==> config.mk <==
export PLATFORM = sky130hd
export DESIGN_NAME = uart_tx
export DESIGN_NICKNAME = d
export VERILOG_FILES = /design/src/rtl/uart_pkg.sv /design/src/rtl/uart_tx_fifo.sv /design/src/rtl/uart_tx.sv
export SDC_FILE = /design/constraint.sdc
export NUM_CORES = 1
export LEC_CHECK = 0
export ABC_AREA = 1
export BUFFER_PORTS_ARGS = -buffer_cell sky130_fd_sc_hd__buf_2
export CAP_MARGIN = 5
export CORE_MARGIN = 2
export CORE_UTILIZATION = 50
export CTS_CLUSTER_DIAMETER = 150
export DETAILED_ROUTE_END_ITERATION = 10
export HOLD_SLACK_MARGIN = 0.03
export PLACE_DENSITY = 0.68
export RECOVER_POWER = 100
export SKIP_CTS_REPAIR_TIMING = 1
export SYNTH_ARGS = -nofsm -noshare
export SYNTH_HDL_FRONTEND = slang
export SYNTH_HIERARCHICAL = 1
export SYNTH_SLANG_ARGS = --single-unit
==> constraint.sdc <==
create_clock -name CLK -period 3 [get_ports CLK]
set_input_delay 0.15 -clock CLK [delete_from_list [all_inputs] [get_ports CLK]]
set_output_delay 0.15 -clock CLK [all_outputs]
set_load 0.005 [all_outputs]
==> src/rtl/uart_pkg.sv <==
// Shared UART definitions: FSM state encoding, default baud divisor and line levels.
package uart_pkg;

  typedef enum logic [2:0] {
    IDLE,
    START,
    DATA,
    PARITY,
    STOP
  } state_t;

  localparam int DEFAULT_CLOCKS_PER_BIT = 5208;

  localparam logic START_BIT = 1'b0;
  localparam logic STOP_BIT  = 1'b1;

endpackage

==> src/rtl/uart_tx_fifo.sv <==
// Synchronous byte FIFO feeding the UART transmitter; registered count, full/empty
// derived from it, combinational read of the head entry.
module uart_tx_fifo #(
  parameter int FIFO_DEPTH = 4
) (
  input  logic       clk,
  input  logic       reset,
  input  logic       push,
  input  logic [7:0] push_data,
  input  logic       pop,
  output logic [7:0] pop_data,
  output logic       full,
  output logic       empty
);

  localparam int PTR_W = $clog2(FIFO_DEPTH);

  logic [7:0]       mem [FIFO_DEPTH];
  logic [PTR_W-1:0] wr_ptr;
  logic [PTR_W-1:0] rd_ptr;
  logic [PTR_W:0]   count;

  always_ff @(posedge clk) begin
    if (reset) begin
      wr_ptr <= '0;
      rd_ptr <= '0;
      count  <= '0;
    end else begin
      if (push) wr_ptr <= wr_ptr + 1'b1;
      if (pop)  rd_ptr <= rd_ptr + 1'b1;
      case ({push, pop})
        2'b10:   count <= count + 1'b1;
        2'b01:   count <= count - 1'b1;
        default: count <= count;
      endcase
    end
  end

  // Storage is data only: stale entries are never read because count gates pops.
  always_ff @(posedge clk) begin
    if (push) mem[wr_ptr] <= push_data;
  end

  assign pop_data = mem[rd_ptr];
  assign full     = (count == (PTR_W+1)'(FIFO_DEPTH));
  assign empty    = (count == '0);

endmodule

==> src/rtl/uart_tx.sv <==
// UART transmitter: FIFO-buffered bytes serialised as 8N1 frames, LSB first.
// Define UART_TX_PARITY_EN to insert an even-parity bit between data and stop.
module uart_tx
  import uart_pkg::*;
#(
  parameter int CLOCKS_PER_BIT = DEFAULT_CLOCKS_PER_BIT,
  parameter int FIFO_DEPTH     = 4
) (
  input  logic       CLK,
  input  logic       RESET,
  input  logic [7:0] TX_DATA,
  input  logic       TX_VALID,
  output logic       TX_READY,
  output logic       TXD,
  output logic       BUSY
);

  localparam int                CNT_W    = $clog2(CLOCKS_PER_BIT);
  localparam logic [CNT_W-1:0] CNT_LAST = CNT_W'(CLOCKS_PER_BIT - 1);

  state_t           state;
  logic [CNT_W-1:0] bit_cnt;
  logic [2:0]       bit_idx;
  logic [7:0]       shift;
  logic [7:0]       fifo_data;
  logic             full;
  logic             empty;
  logic             push;
  logic             pop;
  logic             bit_done;
  logic             txd_next;
`ifdef UART_TX_PARITY_EN
  logic             parity;
`endif

  uart_tx_fifo #(
    .FIFO_DEPTH(FIFO_DEPTH)
  ) u_fifo (
    .clk      (CLK),
    .reset    (RESET),
    .push     (push),
    .push_data(TX_DATA),
    .pop      (pop),
    .pop_data (fifo_data),
    .full     (full),
    .empty    (empty)
  );

  assign TX_READY = !full;
  assign push     = TX_VALID && !full;
  assign bit_done = (bit_cnt == CNT_LAST);
  // Loading the shift register and popping the FIFO are the same event.
  assign pop      = !empty && ((state == IDLE) || ((state == STOP) && bit_done));

  always_comb begin
    txd_next = STOP_BIT;
    case (state)
      START:   txd_next = START_BIT;
      DATA:    txd_next = shift[0];
`ifdef UART_TX_PARITY_EN
      PARITY:  txd_next = parity;
`endif
      default: txd_next = STOP_BIT;
    endcase
  end

  always_ff @(posedge CLK) begin
    if (RESET) begin
      state   <= IDLE;
      bit_cnt <= '0;
      bit_idx <= '0;
      TXD     <= STOP_BIT;
      BUSY    <= 1'b0;
    end else begin
      TXD     <= txd_next;
      BUSY    <= (state != IDLE) || !empty;
      bit_cnt <= (state == IDLE || bit_done) ? '0 : bit_cnt + 1'b1;
      case (state)
        IDLE: begin
          if (pop) begin
            shift <= fifo_data;
`ifdef UART_TX_PARITY_EN
            parity <= ^fifo_data;
`endif
            state <= START;
          end
        end
        START: begin
          if (bit_done) begin
            bit_idx <= '0;
            state   <= DATA;
          end
        end
        DATA: begin
          if (bit_done) begin
            if (bit_idx == 3'd7) begin
`ifdef UART_TX_PARITY_EN
              state <= PARITY;
`else
              state <= STOP;
`endif
            end else begin
              shift   <= shift >> 1;
              bit_idx <= bit_idx + 1'b1;
            end
          end
        end
        PARITY: begin
          if (bit_done) state <= STOP;
        end
        STOP: begin
          if (bit_done) begin
            if (pop) begin
              shift <= fifo_data;
`ifdef UART_TX_PARITY_EN
              parity <= ^fifo_data;
`endif
              state <= START;
            end else begin
              state <= IDLE;
            end
          end
        end
        default: state <= IDLE;
      endcase
    end
  end

endmodule

# Word level (Yosys, flattened, before mapping)
# Memory sizes are Yosys's and may differ from the RTL's. A register that Yosys moved wholly into a read port is not among the register bits.
# Index checks and enable logic that the tools add are counted.
# word_totals
reg_bits	36
ram_bits	32
in_bits	11
output_inout_bits	3
mem_count	1
# mem_list
memory	words	word_bits	read_ports	rd_ports_with_merged_regs	wr	line	source
u_fifo.mem	4	8	1	1	1	uart_tx_fifo.sv:18	logic [7:0] mem [FIFO_DEPTH];
# op_classes
addsub	6
eq_ne	16
mux	23
bitwise_logic	1
n_reduce_logical	18
# ops
operator	count
$mux W8	4
$mux W3	9
$pmux W8 S3	1
$pmux W3 S5	1
$add A13 B1 Y13 const B	1
$eq A13 B13 Y1 const B	1
$ne A2 B2 Y1 const B	6
$pmux W3 S2	2
$eq A3 B3 Y1 const B	3
$add A3 B1 Y3 const B	2
$eq A3 B2 Y1 const B	2
$logic_not A3 Y1	2
$reduce_and A6 Y1	1
$reduce_bool A3 Y1	2
$reduce_and A5 Y1	1
$add A2 B1 Y2 const B	2
$mux W2	2
$reduce_and A4 Y1	1
$reduce_bool A2 Y1	2
$eq A3 B1 Y1 const B	1
$logic_and A1 B1 Y1	3
$logic_or A1 B1 Y1	3
$mux W1	3
$sub A3 B1 Y3 const B	1
other kinds (7)	8

# Depth between registers and ports, before layout
# depth
ltp_word	7
depth_mapped	16
depth_no_buf	16

# Modules after synthesis
# Netlist, hierarchy kept.
# by_module_without_submodules
mod	instances	cells_each	area_each_um2	seq_area_each_um2
uart_tx_fifo	1	134	1637.8	1141.1
uart_tx	1	202	1458.9	660.6

# Least setup slack after synthesis
# OpenSTA, ideal clock, no wires.
# synth_timing
path_type	register to register
start	register bit_cnt[0]
end	register u_fifo.count[2]
setup_time_ps	110
arrival_ps	1969
t_required_ps	2890
setup_slack_ps	921
stages_incl_launch_ff	17
path_buffers	0
synth_period_minus_slack_ps	2079
cell_sequence	dfxtp_1 -> ha_1 -> nand2_1 -> nor2_1 -> nand3_2 -> nand2_2 -> nand2_2 -> clkinv_2 -> ha_1 -> inv_1 -> fa_1 -> inv_1 -> nand2_1 -> nand3_1 -> nand2_1 -> inv_1 -> nor2_1
# synth_between
elab_chain_len	6
word_cells_on_any_way	8
# synth_rtl
element	line	source
start: declaration	uart_tx.sv:22	logic [CNT_W-1:0] bit_cnt;
start signal: assignment	uart_tx.sv:77	bit_cnt <= (state == IDLE || bit_done) ? '0 : bit_cnt + 1'b1;
$eq A13 B13 Y1 *	uart_tx.sv:51	assign bit_done = (bit_cnt == CNT_LAST);
$logic_and A1 B1 Y1 *	uart_tx.sv:53	assign pop = !empty && ((state == IDLE) || ((state == STOP) && bit_done));
$logic_or A1 B1 Y1 *	uart_tx.sv:53	
$logic_and A1 B1 Y1 *	uart_tx.sv:53	
net pop	uart_tx.sv:29	logic pop;
$eq A2 B1 Y1 / $eq A2 B2 Y1 (equally long branches)	uart_tx_fifo.sv:31	case ({push, pop})
$pmux W3 S2 / $reduce_bool A2 Y1 (equally long branches)	-	
end signal: assignment	uart_tx_fifo.sv:32	2'b10: count <= count + 1'b1;
end signal: assignment	uart_tx_fifo.sv:33	2'b01: count <= count - 1'b1;
end signal: assignment	uart_tx_fifo.sv:34	default: count <= count;
end: declaration	uart_tx_fifo.sv:21	logic [PTR_W:0] count;
# The timed path passes the listed nets; every way through them passes the cells marked *.
# A chain may end at the register's enable or synchronous reset.

# Final worst setup path
# Same ends and word-level chain as after synthesis.

==> results.txt <==
----------------------------------------------------
[Status]
  Result of the run ... finished, final reports clean

[Flow run]
  Total of max-cap violations ... 0

[Drt]
  Drt wl/cell ... 12.7 µm
  Total wire length ... 5640 µm
  Via total after detailed routing ... 2286
  Detailed-routing iteration count for the pre-antenna-repair pass ... 4
  Number of nets with antenna violations after detailed routing ... 0
  Number of design rule violations left after detail routing ... 0
  Starting DRT DRC Count ... 132
  Mean number of vias per cell ... 5.15

[Place]
  Input/output buffers ... 13
  Routability-driven placement congestion ratio ... 0.810
  Pre-CTS WS ... 733 ps
  HPWL after detailed placement ... 3900 µm

[CTS]
  CTS root buf ... clkbuf_8
  Number of CTS-inserted buffers ... 9
  Number of sinks on the clock net ... 70
  CTS tree ... yes
  Max Buffers Root-to-Sink ... 2
  Clock-pin slew reported for the worst setup and hold paths after clock tree synthesis ... 80 ps
  Clock Latency Late Sink ... 350 ps
  Number of H-tree levels ... 3

[Synth]
  XOR/XNOR share of the synthesized area ... 0.848%
  Post-Syn Area per Cell ... 9.22 µm²
  Number of instances in the synthesized netlist ... 336
  Count of flip-flops with a built-in enable after synthesis ... 40
  Arithmetic-cell share of the synthesized area counting full adders, half adders and majority gates ... 3.88%
  Post-Syn Area ... 0.00310 mm²
  Area fraction in and, or, nand and nor cells after synthesis ... 20.9%
  Share of synthesized registers carrying an async set or reset ... 0%
  Proportion of synthesized chip area in sequential cells ... 58.2%
  Dominant combinational cell family by area after synthesis ... simple AND/OR/NAND/NOR gates
  Yosys warning count ... 6
  Synth Area in Compound Gates ... 9.29%
  Number of flip-flops and latches in the synthesized netlist ... 70
  Number of library cell types mapped by synthesis ... 27
  Post-synth top flop ... edfxtp_1
  Synth Net Count ... 356
  Multiplexer fraction of the synthesized cell area ... 0%

[Worst setup path]
  Cell chain of the critical path ... ha_1, nand2_1, nor2_1, nand3_1, nand2_2, nand2_2, clkinvlp_2, ha_1, inv_1, fa_1, inv_1, nand2_1, nand3_1, nand2_1, inv_1, nor2_1
  Critical path capture point type ... register
  Slowest stage delay, CP ... 370 ps
  Crit path DAT ... 2720 ps
  CP Class ... reg -> reg
  Crit path max fanout ... 11
  Nature of the critical path startpoint ... register
  Required time of the worst setup path ... 3250 ps
  Slowest stage cell on the critical path ... fa_1

[Hold path]
  Type of the most critical hold path ... in -> reg

[STA]
  Remaining max-slew budget at the tightest pin ... 52.2%
  Count of pins over their slew limit ... 0
  Final worst-path setup slack ... 533 ps
  Setup TNS after final layout ... 0 ps
  RSZ-0062 raised after global routing ... no
  Final critical-path required period ... 2470 ps
  Worst-case clock skew ... 8.52 ps
  Setup violators final ... 0
  Max Clk Rate ... 405 MHz
  Worst Max-Slew Pin Slew ... 717 ps
  Final Hold Vio Count ... 0
  Share of the clock period used by the worst path ... 82.2%

[Pwr]
  Leak Pwr ... 0.00135 µW
  Overall power after layout ... 2770 µW
  Maximum ir drop on the vdd rail ... 429 µV
  Power Density ... 801 mW/mm²

[Final layout]
  Share of the core filled with cells ... 58.0%
  Number of diodes added for antenna fixing ... 0
  Layout cells sized above 1 ... 8.67%
  Most frequent standard cell in the layout excluding fill and tap cells ... nand2_1
  Growth of design area from synthesis to finish ... 11.5%
  Total Nets Final ... 384
  Commonest non-fill, non-tap cells in the layout ... nand2_1 (67), inv_1 (44), nor2_1 (40), edfxtp_1 (40), dfxtp_1 (30)

[Floorplan]
  Total number of placement rows ... 28
  I/O pin count ... 14
  Die outline area ... 0.00684 mm²
  Area of the core ... 0.00596 mm²
  Die boundary width ... 82.7 µm
  Starting Density ... 52.0%
  DIE HEIGHT ... 82.7 µm

[Global route]
  Global-route usage over all layers ... 18.0%
  Congestion Overflow GR ... 0
  Pin count of the biggest net entering global routing ... 18
  Number of global-route vias before repair ... 1995
  Wire length of the first global-routing pass ... 8870 µm
  Antenna violations before repair ... 0

----------------------------------------------------
==> registers in the layout, summed over array words and instances, names as in the netlist, named ones only <==
register	count
u_fifo/mem	32
bit_cnt	13
shift	8
bit_idx	3
state	3
u_fifo/count	3
u_fifo/rd_ptr	2
u_fifo/wr_ptr	2
BUSY	1
TXD	1
==> per-layer routing <==
layer	GRT usage (%)	vias up	wire, µm
met5	0	-	0
met3	4.89	9	212
met2	28.5	33	2640
met1	22.6	1064	2680
met4	8.85	0	103
li1	-	1180	-
==> worst paths after layout <==
path,startpoint,cells after the start,endpoint,slack [ps]
worst max-delay path,bit_cnt[0]$_SDFF_PP0_,16,u_fifo/count[2]$_SDFFE_PP0P_,530
worst min-delay path,RESET,2,bit_idx[2]$_SDFFE_PP0P_,40
worst max register to register,bit_cnt[0]$_SDFF_PP0_,16,u_fifo/count[2]$_SDFFE_PP0P_,530
worst min register to register,u_fifo/rd_ptr[1]$_SDFFE_PP0P_,1,u_fifo/rd_ptr[1]$_SDFFE_PP0P_,450
==> where the power goes <==
group          internal (µW)  switching, µW  leakage, µW
Clock                    302            368    0.0000898
Sequential              1210           98.2     0.000613
Combinational            248            540     0.000644
Total                   1760           1010      0.00135
==> area by class of cell <==
cell class,count,area [µm²]
Fill cell,531,2500
Sequential cell,70,1800
Multi-Input combinational cell,215,1070
Inverter,47,178
Timing Repair Buffer,21,134
Clock buffer,9,124
Tap cell,75,93.8
Clock inverter,7,48.8
==> cells in the mapped netlist, types with 3 or more instances <==
master / number / area (µm²)
a21oi_1: 19 / 95.1
nor2_2: 3 / 18.8
nor3_1: 9 / 45.0
o21ai_0: 23 / 115
ha_1: 8 / 100
nand4_1: 6 / 37.5
inv_1: 44 / 165
nor2_1: 40 / 150
o22ai_1: 8 / 50.1
edfxtp_1: 40 / 1200
nand2_1: 67 / 251
nand3_1: 17 / 85.1
dfxtp_1: 30 / 601
==> cells by family (layout without fill, tap and decap cells) <==
| logic type | after synthesis | count (layout) |
|---|---|---|
| xor gates and xnor gates | 3 | 3 |
| DFF | 70 | 70 |
| and+or+nand+nor | 149 | 149 |
| buffers and inverters | 51 | 84 |
| adders and majority gates | 9 | 9 |
| AOI/OAI and AO/OA | 54 | 54 |
==> worst max-delay path: cells and delay by family (launching register included) <==
family / cells / cell delay, ps
AND/OR/NAND/NOR: 9 / 740
adder cells (fa/ha/maj): 3 / 840
buffers and inverters: 4 / 430
flip-flops: 1 / 350
==> metrics by stage <==
stage	cell area, µm²	instances	hold WS, ps
global route	3450	444	41.1
floorplan	3100	336	219
CTS	3390	436	-0.774
finish	3450	444	36.3
global placement	3220	420	364
detailed placement	3220	420	371
No activity file was read; power rests on OpenSTA's default activity.
